### config.mk
export PLATFORM = sky130hd
export DESIGN_NAME = mc_control_fsm
export DESIGN_NICKNAME = d
export VERILOG_FILES = /design/src/rtl/mc_control_fsm.sv
export SDC_FILE = /design/constraint.sdc
export NUM_CORES = 1
export LEC_CHECK = 0
export BUFFER_PORTS_ARGS = -buffer_cell sky130_fd_sc_hd__buf_4
export CAP_MARGIN = 20
export CORE_MARGIN = 4
export CORE_UTILIZATION = 51
export CTS_CLUSTER_DIAMETER = 80
export DETAILED_ROUTE_END_ITERATION = 10
export HOLD_SLACK_MARGIN = 0.08
export PLACE_DENSITY_LB_ADDON = 0.15
export SYNTH_ARGS = -nofsm -noshare
export SYNTH_HDL_FRONTEND = slang
export SYNTH_SLANG_ARGS = --single-unit
### constraint.sdc
create_clock -name clk -period 2.25 [get_ports clk]
set_clock_uncertainty 0.2 [all_clocks]
set_input_delay 0.3375 -clock clk [delete_from_list [all_inputs] [get_ports clk]]
set_output_delay 0.3375 -clock clk [all_outputs]
set_load 0.01 [all_outputs]
### src/rtl/mc_control_fsm.sv
// Multi-cycle control unit: sequences fetch/decode/execute/memory/writeback and
// decodes opcode/funct into ALU and datapath controls with a timed memory handshake.
module mc_control_fsm #(
    parameter int unsigned WAIT_LIMIT = 255
) (
    input  logic       clk,
    input  logic       rst_n,
    input  logic [5:0] opcode,
    input  logic [5:0] funct,
    input  logic       zout,
    input  logic       mem_ready,
    output logic [3:0] alu_ctrl,
    output logic       alu_src_a,
    output logic [1:0] alu_src_b,
    output logic [1:0] pc_src,
    output logic       pc_en,
    output logic       iord,
    output logic       mem_req,
    output logic       mem_we,
    output logic       ir_write,
    output logic       reg_write,
    output logic       reg_dst,
    output logic       mem_to_reg,
    output logic       instr_done,
    output logic       illegal_op,
    output logic       bus_err
);

    typedef enum logic [3:0] {
        StIdle, StFetch, StDecode, StRExec, StRWb, StMemAddr, StMemRead, StMemWb,
        StMemWrite, StBranch, StAddiExec, StAddiWb, StJump, StHalt
    } state_e;

    localparam logic [5:0] OpR    = 6'b000000;
    localparam logic [5:0] OpLw   = 6'b100011;
    localparam logic [5:0] OpSw   = 6'b101011;
    localparam logic [5:0] OpBeq  = 6'b000100;
    localparam logic [5:0] OpAddi = 6'b001000;
    localparam logic [5:0] OpJ    = 6'b000010;

    localparam logic [3:0] AluAdd = 4'b0000;
    localparam logic [3:0] AluSub = 4'b0010;
    localparam logic [3:0] AluAnd = 4'b0100;
    localparam logic [3:0] AluNor = 4'b0101;
    localparam logic [3:0] AluSll = 4'b1010;
    localparam logic [3:0] AluSrl = 4'b1011;

    localparam bit         TimeoutEn = (WAIT_LIMIT != 0);
    localparam logic [7:0] LimitM1   = 8'(WAIT_LIMIT - 1);

    state_e     state_q, state_d;
    logic [7:0] wait_q, wait_d;
    logic       bus_err_q, bus_err_d;
    logic [3:0] r_alu;
    logic       r_ok;
    logic       mem_state;
    logic       wait_hit;

    always_comb begin
        r_alu = AluAdd;
        r_ok  = 1'b1;
        case (funct)
            6'b100000: r_alu = AluAdd;
            6'b100010: r_alu = AluSub;
            6'b100100: r_alu = AluAnd;
            6'b100111: r_alu = AluNor;
            6'b000000: r_alu = AluSll;
            6'b000010: r_alu = AluSrl;
            default:   r_ok  = 1'b0;
        endcase
    end

    assign mem_state = (state_q == StFetch) || (state_q == StMemRead) ||
                       (state_q == StMemWrite);
    // This cycle would be the WAIT_LIMIT-th consecutive stalled cycle.
    assign wait_hit  = TimeoutEn && mem_state && !mem_ready && (wait_q == LimitM1);

    always_comb begin
        wait_d = wait_q;
        if (!mem_state || mem_ready) begin
            wait_d = 8'd0;
        end else if (wait_q != 8'hff) begin
            wait_d = wait_q + 8'd1;
        end
        bus_err_d = bus_err_q | wait_hit;
    end

    always_ff @(posedge clk or negedge rst_n) begin
        if (!rst_n) begin
            state_q   <= StIdle;
            wait_q    <= 8'd0;
            bus_err_q <= 1'b0;
        end else begin
            state_q   <= state_d;
            wait_q    <= wait_d;
            bus_err_q <= bus_err_d;
        end
    end

    always_comb begin
        state_d    = state_q;
        alu_ctrl   = AluAdd;
        alu_src_a  = 1'b0;
        alu_src_b  = 2'b00;
        pc_src     = 2'b00;
        pc_en      = 1'b0;
        iord       = 1'b0;
        mem_req    = 1'b0;
        mem_we     = 1'b0;
        ir_write   = 1'b0;
        reg_write  = 1'b0;
        reg_dst    = 1'b0;
        mem_to_reg = 1'b0;
        instr_done = 1'b0;
        illegal_op = 1'b0;
        unique case (state_q)
            StIdle: state_d = StFetch;
            StFetch: begin
                mem_req   = 1'b1;
                alu_src_b = 2'b01;
                if (wait_hit) begin
                    state_d = StHalt;
                end else if (mem_ready) begin
                    ir_write = 1'b1;
                    pc_en    = 1'b1;
                    state_d  = StDecode;
                end
            end
            StDecode: begin
                alu_src_b = 2'b11;
                case (opcode)
                    OpR: begin
                        if (r_ok) begin
                            state_d = StRExec;
                        end else begin
                            illegal_op = 1'b1;
                            state_d    = StFetch;
                        end
                    end
                    OpLw, OpSw: state_d = StMemAddr;
                    OpBeq:      state_d = StBranch;
                    OpAddi:     state_d = StAddiExec;
                    OpJ:        state_d = StJump;
                    default: begin
                        illegal_op = 1'b1;
                        state_d    = StFetch;
                    end
                endcase
            end
            StRExec: begin
                alu_src_a = 1'b1;
                alu_ctrl  = r_alu;
                state_d   = StRWb;
            end
            StRWb: begin
                reg_write  = 1'b1;
                reg_dst    = 1'b1;
                instr_done = 1'b1;
                state_d    = StFetch;
            end
            StMemAddr: begin
                alu_src_a = 1'b1;
                alu_src_b = 2'b10;
                state_d   = (opcode == OpSw) ? StMemWrite : StMemRead;
            end
            StMemRead: begin
                mem_req = 1'b1;
                iord    = 1'b1;
                if (wait_hit) begin
                    state_d = StHalt;
                end else if (mem_ready) begin
                    state_d = StMemWb;
                end
            end
            StMemWb: begin
                reg_write  = 1'b1;
                mem_to_reg = 1'b1;
                instr_done = 1'b1;
                state_d    = StFetch;
            end
            StMemWrite: begin
                mem_req = 1'b1;
                mem_we  = 1'b1;
                iord    = 1'b1;
                if (wait_hit) begin
                    state_d = StHalt;
                end else if (mem_ready) begin
                    instr_done = 1'b1;
                    state_d    = StFetch;
                end
            end
            StBranch: begin
                alu_src_a  = 1'b1;
                alu_ctrl   = AluSub;
                pc_src     = 2'b01;
                pc_en      = zout;
                instr_done = 1'b1;
                state_d    = StFetch;
            end
            StAddiExec: begin
                alu_src_a = 1'b1;
                alu_src_b = 2'b10;
                state_d   = StAddiWb;
            end
            StAddiWb: begin
                reg_write  = 1'b1;
                instr_done = 1'b1;
                state_d    = StFetch;
            end
            StJump: begin
                pc_src     = 2'b10;
                pc_en      = 1'b1;
                instr_done = 1'b1;
                state_d    = StFetch;
            end
            StHalt: state_d = StHalt;
            default: state_d = StIdle;
        endcase
    end

    assign bus_err = bus_err_q;

endmodule
==> impl_metrics.tcl <==
set metrics [dict create \
    nFillCells 203 \
    routed-via-count 1321 \
    coreArea_um2 2210 \
    synth_nets 173 \
    fp.dieH_um 56.3 \
    r2r_end "bus_err" \
    clk_latency_ps 280 \
    fin_crit_sh_pct 95.9 \
    diodes 0 \
    cts-buffers-inserted 3 \
    drtIter0Drc 45 \
    irDropWorstVdd_uv 593 \
    critPathSlowestCell "dfrtp_2" \
    grt_start_max_net_pins 14 \
    drcViolationCount 0 \
    cts_root_buf "clkbuf_4" \
    max_freq_mhz 463 \
    yosysTopAreaCellShare_pct 27.4 \
    area_delta_synth_final_pct 29.4 \
    cap_viol_max_count 0 \
    worstPathRequired_ps 1710 \
    nets 212 \
    netlist_top_cells_count "19 x nor2_1, 13 x dfrtp_1, 11 x nor3_1, 8 x nand3_1" \
    status "complete, no violations" \
    reg2reg_depth 4 \
    hp-class "in -> reg" \
    hold_end "state_q[0]" \
    fin_hold_ws_ps 108 \
    crit_arrival_ps 1620 \
    ys_seq_elements 13 \
    slew_headroom_pct 73.1 \
    detail-route-antenna-nets 0 \
    worst-path-buf-inv 2 \
    first_pass_iters 4 \
    start_kind "flip-flop" \
    dieArea_um2 3170 \
    end_kind "primary output" \
    synth_top_area_cell "dfrtp_1" \
    yosysMostFrequentCell "nor2_1" \
    reg2reg_from "state_q[2]" \
    critical-path-max-stage-delay_ps 450 \
    ys_warn_count 0 \
    crit_fanout 11 \
    ys_seq_area_share_pct 27.4 \
    track_usage_pct 20.4 \
    start_util_pct 53.7 \
    vias_per_cell 5.98 \
    routedWlPerCell_um 14.2 \
    ios 36 \
    p_per_area_nw_per_um2 854 \
    synth.cell_area_um2 1190 \
    critPathKind "reg -> out" \
    cp_common_cell "buf_4" \
    die_w_um 56.3 \
    setup_violations 0 \
    clkTransAtPathRegs_ps 80 \
    wirelength_um 3140 \
    antenna_found_initial 0 \
    drv_slew 0 \
    grt_pass1_vias 1254 \
    r2r_slack_ps 360 \
    tritoncts "built" \
    rows 17 \
    ys.flop_type "dfrtp_1" \
    synthDistinctLibCells 46 \
    dpl.hpwl_um 2420 \
    drive_gt1_share_pct 29.0 \
    yosys-top-cells-area "dfrtp_1 27%, nor2_1 6.0%, nor3_1 4.6%" \
    utilization_pct 69.5 \
    crit_chain "buf_4, nor2b_1, and3_1, a211o_1, buf_4" \
    worst_pin_slew_ps 404 \
    grt-ovfl-total 0 \
    cp-startpoint "state_q[1]" \
    grt_pass1_wl_um 5460 \
    avgSynthCellArea_um2 7.67 \
    synth_edf_count 0 \
    ys_async_sr_fraction_pct 100 \
    cellLeakagePower_uw 0.000673 \
    hold_depth 2 \
    cts.sinks 13 \
    fin_crit_ps 2160 \
    critPathTopFamily "simple AND/OR/NAND/NOR gates" \
    clockBufferDepth 2 \
    port_buffers 35 \
    finalHoldViolations 0 \
    cts_htree_levels 1 \
    finalSetupTns_ps 0 \
    post_cts_buffers 0 \
    rsz0062_at_grt "false" \
    netlist_instances 155 \
    finalWeightedCongestion 0.952 \
    worstHoldStart "mem_ready" \
]
per-layer routing:
layer | global-route usage (%) | vias up | wire length (um)
met5 | 0 | - | 0
met4 | 5.76 | 0 | 48
met3 | 2.07 | 7 | 131
met2 | 35.2 | 38 | 1570
met1 | 26.9 | 617 | 1380
li1 | - | 659 | -
worst reg2reg max path, delay by kind of cell (launching register included):
family / cells / cell delay, ps
AOI/OAI and AO/OA: 1 / 310
and+or+nand+nor: 3 / 850
DFF: 1 / 480
layout by cell type (no fill, tap or decap), drive strengths merged, types with 2 or more instances in the layout:
cell type,instances
o22ai,4
o211ai,3
ha,2
xnor2,5
or2,2
nor2,19
o32a,2
a211o,2
and2,2
nand2b,4
a211oi,4
and3,4
buf,44
nor3b,3
a21oi,8
inv,3
a31oi,3
nand3,8
nor2b,3
nand2,7
nand3b,2
dfrtp,13
nor3,11
nand4,4
o21bai,3
o21ai,7
clkbuf,3
worst max path at each step:
| stage | endpoint | depth (start not counted) |
|---|---|---|
| 3_5_place_dp | illegal_op | 5 |
| 5_1_grt | alu_ctrl[1] | 4 |
| 3_3_place_gp | illegal_op | 5 |
| 2_1_floorplan | illegal_op | 4 |
| 4_1_cts | illegal_op | 5 |
| 6_report | pc_en | 5 |
cells by family after synthesis:
kind of cell | after synthesis | synth area share, %
mux | 1 | 0.947
simple gates | 73 | 31.8
fa+ha+maj | 3 | 2.95
flops | 13 | 27.4
buf+inv | 14 | 6.11
xor+xnor | 6 | 4.42
compound gates | 45 | 26.4
per-stage QoR:
| step | power (uW) | instances | area, um^2 | worst slack (ps) |
|---|---|---|---|---|
| floorplan | 848 | 155 | 1190 | 266 |
| global placement | 1140 | 216 | 1490 | 198 |
| detailed placement | 1160 | 216 | 1490 | 173 |
| CTS | 1310 | 221 | 1530 | 37.2 |
| global route | 1410 | 221 | 1540 | 27.7 |
| finish | 1310 | 221 | 1540 | 92.4 |
state kept, by name, indices dropped and copies added (netlist names):
| name | flops |
|---|---|
| bus_err | 1 |
| state_q | 4 |
| wait_q | 8 |
where the power goes:
part / internal, uW / total [uW] / switching (uW)
clock network: 66.0 / 147 / 80.7
registers: 275 / 346 / 71.4
logic: 402 / 820 / 419
layout make-up:
class                      count  area (um^2)  area share [%]
clock buffer                   3         22.5            1.46
clock inverter                 1         5.00           0.325
inverter                       3         11.3           0.732
multi-input combinational    128          796            51.7
sequential                    13          328            21.3
tap                           28         35.0            2.28
timing repair buffer          45          340            22.1
repair_timing:
item,CTS,global route
endpoints found under the hold margin,13,0
setup endpoints to repair,0,3
hold buffers,1,0
gates resized for setup,0,3
Power figures use the tool's default switching activity.
